===== src/rtl/i2c_pkg.sv =====
// Shared constants and helpers for the I2C line conditioner:
// default filter geometry, glitch counter width and the idle bus level.
package i2c_pkg;

    localparam int   SYNC_STAGES_DEF = 2;
    localparam int   FILT_LEN_DEF    = 3;
    localparam int   GLITCH_W        = 8;
    localparam int   RUN_W           = 4;
    localparam logic BUS_IDLE        = 1'b1;

    typedef logic [GLITCH_W-1:0] glitch_cnt_t;

    // Saturating add of 0..2 glitch events to the running count.
    function automatic glitch_cnt_t sat_add(input glitch_cnt_t a, input logic [1:0] b);
        logic [GLITCH_W:0] s;
        s = {1'b0, a} + {{(GLITCH_W-1){1'b0}}, b};
        return s[GLITCH_W] ? {GLITCH_W{1'b1}} : s[GLITCH_W-1:0];
    endfunction

endpackage


===== src/rtl/i2c_line_conditioner_if.sv =====
// Pad-side raw lines and conditioned outputs of the I2C line conditioner.
interface i2c_line_conditioner_if;

    logic                 scl_raw;
    logic                 sda_raw;
    logic                 scl;
    logic                 sda;
    logic                 scl_rise;
    logic                 scl_fall;
    logic                 start_det;
    logic                 stop_det;
    logic                 bus_busy;
    i2c_pkg::glitch_cnt_t glitch_cnt;

    modport master (
        output scl_raw, sda_raw,
        input  scl, sda, scl_rise, scl_fall, start_det, stop_det, bus_busy, glitch_cnt
    );

    modport slave (
        input  scl_raw, sda_raw,
        output scl, sda, scl_rise, scl_fall, start_det, stop_det, bus_busy, glitch_cnt
    );

endinterface


===== src/rtl/i2c_glitch_filter.sv =====
// One I2C line: synchronizer chain, run-length filter, registered edge
// pulses, plus combinational flip/glitch strobes for the edge being taken.
module i2c_glitch_filter
    import i2c_pkg::*;
#(
    parameter int SYNC_STAGES = SYNC_STAGES_DEF,
    parameter int FILT_LEN    = FILT_LEN_DEF
) (
    input  logic clock,
    input  logic reset,
    input  logic raw,
    output logic level,
    output logic rise,
    output logic fall,
    output logic flip,
    output logic glitch
);

    localparam logic [RUN_W-1:0] FILT_LIM = RUN_W'(FILT_LEN);

    logic [SYNC_STAGES-1:0] sync_reg;
    logic                   level_reg;
    logic [RUN_W-1:0]       cnt_reg;
    logic [RUN_W-1:0]       cnt_inc;
    logic                   rise_reg;
    logic                   fall_reg;
    logic                   sample;

    assign sample = sync_reg[SYNC_STAGES-1];

    // A run that returns to the filtered level before reaching the limit is a glitch.
    always_comb begin
        cnt_inc = cnt_reg + 1'b1;
        flip    = (sample != level_reg) && (cnt_inc == FILT_LIM);
        glitch  = (sample == level_reg) && (cnt_reg != '0);
    end

    always_ff @(posedge clock or negedge reset) begin
        if (!reset) begin
            sync_reg  <= {SYNC_STAGES{BUS_IDLE}};
            level_reg <= BUS_IDLE;
            cnt_reg   <= '0;
            rise_reg  <= 1'b0;
            fall_reg  <= 1'b0;
        end else begin
            sync_reg <= {sync_reg[SYNC_STAGES-2:0], raw};
            rise_reg <= flip && !level_reg;
            fall_reg <= flip && level_reg;
            if (sample == level_reg || flip)
                cnt_reg <= '0;
            else
                cnt_reg <= cnt_inc;
            if (flip)
                level_reg <= ~level_reg;
        end
    end

    assign level = level_reg;
    assign rise  = rise_reg;
    assign fall  = fall_reg;

endmodule


===== src/rtl/i2c_line_conditioner.sv =====
// Conditions SCL/SDA for an I2C slave and derives START/STOP, bus busy
// and a saturating count of rejected glitches.
module i2c_line_conditioner
    import i2c_pkg::*;
#(
    parameter int SYNC_STAGES = SYNC_STAGES_DEF,
    parameter int FILT_LEN    = FILT_LEN_DEF
) (
    input  logic                   clock,
    input  logic                   reset,
    i2c_line_conditioner_if.slave  bus
);

    localparam int L_SCL = 0;
    localparam int L_SDA = 1;

    logic [1:0]  raw_vec;
    logic [1:0]  level_vec;
    logic [1:0]  rise_vec;
    logic [1:0]  fall_vec;
    logic [1:0]  flip_vec;
    logic [1:0]  glitch_vec;

    logic        start_next;
    logic        stop_next;
    logic        start_reg;
    logic        stop_reg;
    logic        busy_reg;
    glitch_cnt_t glitch_reg;

    assign raw_vec = {bus.sda_raw, bus.scl_raw};

    generate
        for (genvar gi = 0; gi < 2; gi++) begin : g_line
            i2c_glitch_filter #(
                .SYNC_STAGES (SYNC_STAGES),
                .FILT_LEN    (FILT_LEN)
            ) u_filt (
                .clock  (clock),
                .reset  (reset),
                .raw    (raw_vec[gi]),
                .level  (level_vec[gi]),
                .rise   (rise_vec[gi]),
                .fall   (fall_vec[gi]),
                .flip   (flip_vec[gi]),
                .glitch (glitch_vec[gi])
            );
        end
    endgenerate

    // Conditions are judged on the edge SDA flips, so they register alongside the new SDA level.
    always_comb begin
        start_next = flip_vec[L_SDA] &&  level_vec[L_SDA] && level_vec[L_SCL] && !flip_vec[L_SCL];
        stop_next  = flip_vec[L_SDA] && !level_vec[L_SDA] && level_vec[L_SCL] && !flip_vec[L_SCL];
    end

    always_ff @(posedge clock or negedge reset) begin
        if (!reset) begin
            start_reg  <= 1'b0;
            stop_reg   <= 1'b0;
            busy_reg   <= 1'b0;
            glitch_reg <= '0;
        end else begin
            start_reg  <= start_next;
            stop_reg   <= stop_next;
            if (start_next)
                busy_reg <= 1'b1;
            else if (stop_next)
                busy_reg <= 1'b0;
            glitch_reg <= sat_add(glitch_reg, {1'b0, glitch_vec[L_SCL]} + {1'b0, glitch_vec[L_SDA]});
        end
    end

    assign bus.scl        = level_vec[L_SCL];
    assign bus.sda        = level_vec[L_SDA];
    assign bus.scl_rise   = rise_vec[L_SCL];
    assign bus.scl_fall   = fall_vec[L_SCL];
    assign bus.start_det  = start_reg;
    assign bus.stop_det   = stop_reg;
    assign bus.bus_busy   = busy_reg;
    assign bus.glitch_cnt = glitch_reg;

endmodule


===== src/flat_wrapper.sv =====
// flat-port wrapper written by rule: the top's interface ports become plain ports
module i2c_line_conditioner_flat import i2c_pkg::*;
#(
    parameter int SYNC_STAGES = SYNC_STAGES_DEF,
    parameter int FILT_LEN    = FILT_LEN_DEF
)
  (clock, reset, bus_scl_raw, bus_sda_raw, bus_scl, bus_sda, bus_scl_rise, bus_scl_fall, bus_start_det, bus_stop_det, bus_bus_busy, bus_glitch_cnt);
  i2c_line_conditioner_if bus_i ();
  input  logic clock;
  input  logic reset;
  input wire logic [$bits(bus_i.scl_raw)-1:0] bus_scl_raw;
  input wire logic [$bits(bus_i.sda_raw)-1:0] bus_sda_raw;
  output wire logic [$bits(bus_i.scl)-1:0] bus_scl;
  output wire logic [$bits(bus_i.sda)-1:0] bus_sda;
  output wire logic [$bits(bus_i.scl_rise)-1:0] bus_scl_rise;
  output wire logic [$bits(bus_i.scl_fall)-1:0] bus_scl_fall;
  output wire logic [$bits(bus_i.start_det)-1:0] bus_start_det;
  output wire logic [$bits(bus_i.stop_det)-1:0] bus_stop_det;
  output wire logic [$bits(bus_i.bus_busy)-1:0] bus_bus_busy;
  output wire logic [$bits(bus_i.glitch_cnt)-1:0] bus_glitch_cnt;
  assign bus_i.scl_raw = bus_scl_raw;
  assign bus_i.sda_raw = bus_sda_raw;
  assign bus_scl = bus_i.scl;
  assign bus_sda = bus_i.sda;
  assign bus_scl_rise = bus_i.scl_rise;
  assign bus_scl_fall = bus_i.scl_fall;
  assign bus_start_det = bus_i.start_det;
  assign bus_stop_det = bus_i.stop_det;
  assign bus_bus_busy = bus_i.bus_busy;
  assign bus_glitch_cnt = bus_i.glitch_cnt;
  i2c_line_conditioner #(.SYNC_STAGES(SYNC_STAGES), .FILT_LEN(FILT_LEN)) u_core (.clock(clock), .reset(reset), .bus(bus_i));
endmodule

===== config.mk =====
export PLATFORM = sky130hd
export DESIGN_NAME = i2c_line_conditioner_flat
export DESIGN_NICKNAME = d
export VERILOG_FILES = /design/src/rtl/i2c_pkg.sv /design/src/rtl/i2c_line_conditioner_if.sv /design/src/rtl/i2c_glitch_filter.sv /design/src/rtl/i2c_line_conditioner.sv /design/src/flat_wrapper.sv
export SDC_FILE = /design/constraint.sdc
export NUM_CORES = 1
export LEC_CHECK = 0
export ABC_AREA = 1
export BUFFER_PORTS_ARGS = -buffer_cell sky130_fd_sc_hd__buf_4
export CORE_MARGIN = 2
export CORE_UTILIZATION = 49
export CTS_CLUSTER_SIZE = 28
export DETAILED_ROUTE_END_ITERATION = 7
export GPL_TIMING_DRIVEN = 0
export HOLD_SLACK_MARGIN = 0.08
export PLACE_DENSITY = 0.81
export SYNTH_ARGS = -nofsm -noshare
export SYNTH_HDL_FRONTEND = slang
export SYNTH_SLANG_ARGS = --single-unit

===== constraint.sdc =====
create_clock -name clock -period 1.9 [get_ports clock]
set_input_delay 0.38 -clock clock [delete_from_list [all_inputs] [get_ports clock]]
set_output_delay 0.38 -clock clock [all_outputs]
set_load 0.05 [all_outputs]

## Yosys cells after proc, flatten, opt, wreduce, memory -nomap -nowiden

Index checks and enable logic that the tools add are counted.

| operators by class | value |
|---|---|
| $add $sub $neg | 4 |
| equal/unequal tests | 6 |
| muxes and demuxes | 5 |
| bitwise gates (word level) | 2 |
| reductions and logical operators | 20 |

Operators with widths:

| kind | count |
|---|---|
| logical AND 1 bit | 12 |
| adder 8 x 2 -> 9 bit | 1 |
| adder 4 x 1 -> 4 bit (second input constant) | 2 |
| equality test 4 x 2 -> 1 bit (second input constant) | 2 |
| two-way mux 4 bit | 2 |
| two-way mux 8 bit | 1 |
| nonzero test 4 bit | 2 |
| zero test 1 bit | 3 |
| adder 1 x 1 -> 2 bit | 1 |
| equality test 1 bit | 2 |
| logical OR 1 bit | 2 |
| two-way mux 1 bit | 2 |
| != test 1 bit | 2 |
| inverter 1 bit | 2 |
| nonzero test 2 bit | 1 |

| storage, ports and cells | value |
|---|---|
| bits in registers | 27 |
| input port bits | 4 |
| output and inout bits | 15 |
| word-level logic and storage cells | 49 |

## Longest topological paths before layout

| depth | value |
|---|---|
| depth after elaboration | 8 |
| depth in mapped cells | 12 |

## Modules after synthesis

From an unflattened synthesis, not the netlist that was laid out.

| unflattened totals | value |
|---|---|
| cell total of the unflattened synthesis | 154 |
| area, all modules | 1418.9 um2 |

Modules (own cells, without submodules):

| module | instances | cells each | area each (um2) | seq. area each (um2) |
|---|---|---|---|---|
| i2c_line_conditioner | 1 | 62 | 521.8 | 275.3 |
| i2c_glitch_filter at u_core.g_line[1].u_filt | 1 | 46 | 456.7 | 229.0 |
| i2c_glitch_filter at u_core.g_line[0].u_filt | 1 | 46 | 440.4 | 229.0 |

## Least setup slack after synthesis

OpenSTA, ideal clock, no wires.

| timing path | value |
|---|---|
| path type | reg2reg |
| from | reg u_core.g_line[0].u_filt.level_reg |
| to | reg u_core.glitch_reg[7], in the netlist u_core.bus.glitch_cnt[7] |
| setup time | 70 ps |
| data arrival time | 2310 ps |
| required time | 1830 ps |
| setup slack | -480 ps |
| cell stages (with the launch flop) | 13 |
| buffers on the path | 1 |
| period minus slack after synthesis | 2380 ps |
| cell sequence | dfstp_2 -> inv_1 -> nand2_1 -> nand2_4 -> inv_1 -> nand2_1 -> fa_1 -> inv_1 -> ha_1 -> nand3_1 -> or2_1 -> buf_2 -> nand3_1 |

| on the way | value |
|---|---|
| cells in the longest elaborated chain, start to end | 5 |

Ends and longest elaborated chain:

| what | RTL line | RTL |
|---|---|---|
| from (decl) | i2c_glitch_filter.sv:22 | `logic level_reg;` |
| from (signal assigned) | i2c_glitch_filter.sv:54 | `level_reg <= ~level_reg;` |
| equality test 1 bit | i2c_glitch_filter.sv:35 | `glitch = (sample == level_reg) && (cnt_reg != '0);` |
| logical AND 1 bit | i2c_glitch_filter.sv:35 |  |
| adder 1 x 1 -> 2 bit | i2c_line_conditioner.sv:70 | `glitch_reg <= sat_add(glitch_reg, {1'b0, glitch_vec[L_SCL]} + {1'b0, glitch_vec[L_SDA]});` |
| adder 8 x 2 -> 9 bit | i2c_pkg.sv:16 | `s = {1'b0, a} + {{(GLITCH_W-1){1'b0}}, b};` |
| two-way mux 8 bit | i2c_pkg.sv:17 | `return s[GLITCH_W] ? {GLITCH_W{1'b1}} : s[GLITCH_W-1:0];` |
| to (signal assigned) | i2c_line_conditioner.sv:70 |  |
| to (decl) | i2c_line_conditioner.sv:29 | `glitch_cnt_t glitch_reg;` |

Every way passes these cells.
A chain may end at the register's enable or synchronous reset.

## Worst setup path in the final report

| timing path | value |
|---|---|
| from | reg u_core.g_line[0].u_filt.level_reg |
| to | reg u_core.glitch_reg[6], in the netlist u_core.bus.glitch_cnt[6] |

The elaborated chain is that of the path after synthesis.

==> results.txt <==
----------------------------------------------------
[GRT]
  Maximum number of pins on one net before global-route repair ... 28
  Vias in the first global route ... approximately 1000
  Antenna violations before repair ... 0
  Global-route wire length before repair ... ~4.4 mm
  Overflow left after global routing ... 0
  GRT Util Overall ... 0.177

[Floorplanning]
  Die extent in y ... about 55 um
  Die boundary width ... ~55 um
  Area of the die ... 3050 sq um
  Boundary Pins ... 19
  Placeable core area ... approximately 2500 sq um
  Total number of placement rows ... 18
  Starting density of the core ... 0.519

[Status]
  Failing checks ... negative setup slack
  Status ... finished with violations

[Setup path]
  Critical R2R Launch ... u_core.g_line[0].u_filt.level
  Crit-path max FO ... 2
  Startpoint types ... flip-flop
  Required arrival time at the worst endpoint ... between 2 and 2.5 ns
  Worst R2R Setup Slack ... -0.12 ns
  Worst R2R End ... u_core.bus.glitch_cnt[6]
  Sort of element at the end of the critical path ... flip-flop
  Data arrival time of the critical path ... about 2.2 ns
  Register-to-Register Path Depth ... 12
  Kind of critical path ... flip-flop to flip-flop

[Synthesis]
  Number of different library cells in the post-synthesis netlist ... 23
  Syn_area_per_cell ... slightly below 9 sq um
  Share of the synthesized area in the top cell type ... 0.409
  Register bit count reported by yosys ... 27
  Cell type with the highest aggregate area in the netlist ... sky130_fd_sc_hd__dfrtp_1
  Post-Synthesis Cells ... ~150
  Async set or reset register ratio after synthesis ... 1.00
  Post-synth top flop ... sky130_fd_sc_hd__dfrtp_1
  Synth top cells by count ... sky130_fd_sc_hd__nand2_1 (33), sky130_fd_sc_hd__inv_1 (30), sky130_fd_sc_hd__dfrtp_1 (21)
  Number of enable flip-flop cells after synthesis ... 0
  Post-synthesis sequential area ratio ... 0.531
  Most common cell in the synthesized netlist ... sky130_fd_sc_hd__nand2_1
  Post-synthesis cell area ... between 1000 and 1500 sq um
  Warning count from the yosys run ... 0
  Post-Syn Nets ... ~160
  Largest cells by area after synthesis ... sky130_fd_sc_hd__dfrtp_1 (41%), sky130_fd_sc_hd__dfstp_2 (12%), sky130_fd_sc_hd__nand2_1 (9.6%), sky130_fd_sc_hd__inv_1 (8.8%), sky130_fd_sc_hd__ha_1 (6.8%)

[Clocking]
  Clock network latency to the later pin of the worst-skew pair ... 0.32 ns
  H-tree lvl count ... 1
  Reg clk slew, reported paths ... 0.14 ns
  CTS tree ... done
  TritonCTS buffer count ... 3
  Number of clock sinks ... 27
  Deepest clock path buffer count ... 2
  Clk Tree Root Cell ... sky130_fd_sc_hd__clkbuf_4

[Route]
  Pre-Repair DR Iteration Count ... 4
  Via density ... 4.72
  Detailed router's first-iteration violation count ... 13
  Total number of vias ... around 1000
  DRT Wirelength ... around 2.4 mm
  Residual DRC count ... 0
  Routed wire length per instance ... 11.5 um
  Remaining antenna violation count ... 0

[Power]
  Static leakage power ... 0.912 nW
  Power consumption ... 2.63 mW
  Cell area power density ... ~1600 nW/um^2
  Maximum resistive drop on vdd ... ~1.2 mV

[Timing]
  Final worst path period need ... around 2.0 ns
  Slew at the pin with the worst max-slew slack ... around 0.33 ns
  Number of setup violations in the final report ... 8
  Skew final ... about 0.0026 ns
  Setup tns final ... -0.538 ns
  Final Cycle Share ... 1.06
  Worst-case setup margin in the final layout ... -0.123 ns
  Worst hold slack ... around 0.15 ns
  Remaining max-slew budget at the tightest pin ... 0.778
  Setup repair after global routing missed its margin ... true
  Endpoints failing hold ... 0
  Highest attainable clock frequency ... 494 MHz
  Total count of max-transition violations in the final report ... 0

[Layout]
  Fin util ... 0.679
  Final antenna diode count ... 0
  Final std cell area, no fill ... 1680 sq um
  Layout overhead on the synthesized area ... 30.7%
  Final instance count without filler cells ... around 210
  Post-layout nets ... about 190
  Share of cells above drive strength 1 ... 0.376

[Placement]
  Placer congestion estimate ... about 0.75
  Post-Place Cells ... 193
  DPL Wire Length ... roughly 1.6 mm
  I/O Buffers ... 18
  Setup WS pre-CTS ... -0.191 ns
  Post-place instance area ... about 1500 sq um

[Run]
  Max cap viols ... 0

[Worst hold path]
  Hold Crit Depth ... 1
  Hold path startpoint ... bus_scl_raw
  WHS Endpoint ... u_core.g_line[0].u_filt.sync_reg[0]
  Class of the tightest hold or removal check ... input port to flip-flop

----------------------------------------------------
-- placed cells by master (no fill, tap or decap), types with 3 or more instances in the layout --
cell type,n
sky130_fd_sc_hd__ha_1,6
sky130_fd_sc_hd__dfrtp_1,21
sky130_fd_sc_hd__nand4_1,5
sky130_fd_sc_hd__nand3_2,3
sky130_fd_sc_hd__inv_1,26
sky130_fd_sc_hd__buf_4,31
sky130_fd_sc_hd__nand2_1,27
sky130_fd_sc_hd__nand3_1,6
sky130_fd_sc_hd__nand2_2,6
sky130_fd_sc_hd__nor2_1,12
sky130_fd_sc_hd__clkbuf_4,3
sky130_fd_sc_hd__dfstp_2,6
sky130_fd_sc_hd__inv_2,5
-- worst max path at each step --
stage / start / endpoint / slack [ns] / cells after the start
CTS: u_core.g_line[0].u_filt.level / u_core.bus.glitch_cnt[2] / -0.06 / 12
detailed placement: u_core.g_line[1].u_filt.cnt_reg[0] / u_core.bus.glitch_cnt[4] / -0.19 / 11
global route: u_core.g_line[0].u_filt.level / u_core.bus.glitch_cnt[6] / -0.22 / 12
floorplan: u_core.g_line[0].u_filt.level / u_core.bus.glitch_cnt[7] / -0.26 / 12
global placement: u_core.g_line[1].u_filt.level / u_core.bus.glitch_cnt[4] / -0.12 / 10
finish: u_core.g_line[0].u_filt.level / u_core.bus.glitch_cnt[6] / -0.12 / 12
-- cells by family after synthesis --
logic type	Yosys count	share of synthesized area
xor gates and xnor gates	3	0.0204
buffers and inverters	33	0.0973
adders and majority gates	8	0.0837
DFF	27	0.531
and+or+nand+nor	70	0.252
AOI/OAI and AO/OA	4	0.0156
-- layer usage --
metal,global-route usage,vias up,routed length [um]
li1,-,506,-
met5,0,-,0
met3,0.0211,4,57
met1,0.207,472,997
met2,0.325,14,1320
met4,0.0732,0,42
-- report_power, final --
group / switching, mW / internal, mW / total, mW / leakage, nW
Clock: 0.158 / 0.0821 / 0.241 / 0.0150
Combinational: 0.913 / 0.565 / 1.48 / 0.556
Sequential: 0.159 / 0.752 / 0.911 / 0.341
-- critical path, cell delays in order, from the launching register on --
cell	delay (ns)
sky130_fd_sc_hd__dfstp_2	0.57
sky130_fd_sc_hd__inv_2	0.05
sky130_fd_sc_hd__or2_4	0.24
sky130_fd_sc_hd__nand2_4	0.06
sky130_fd_sc_hd__inv_2	0.04
sky130_fd_sc_hd__nand2_2	0.05
sky130_fd_sc_hd__fa_2	0.21
sky130_fd_sc_hd__inv_2	0.05
sky130_fd_sc_hd__ha_4	0.16
sky130_fd_sc_hd__buf_4	0.13
sky130_fd_sc_hd__nand4_1	0.09
sky130_fd_sc_hd__xor2_1	0.21
sky130_fd_sc_hd__nand2_2	0.05
-- cell type report --
class | count | area, sq um
Buffer | 1 | 11.3
Clock buffer | 4 | 26.3
Fill cell | 198 | 796
Inverter | 32 | 123
Multi-Input combinational cell | 85 | 558
Sequential cell | 27 | 683
Tap cell | 30 | 37.5
Timing Repair Buffer | 32 | 243
-- timing repair --
action | CTS | global route
setup buffers | 11 | 2
hold endpoints to repair | 21 | 0
hold buffers | 1 | 0
gates cloned | 0 | 0
setup endpoints to repair | 8 | 8
pin swaps | 8 | 9
resized for setup | 4 | 10
(Power assumes the default switching activity.)
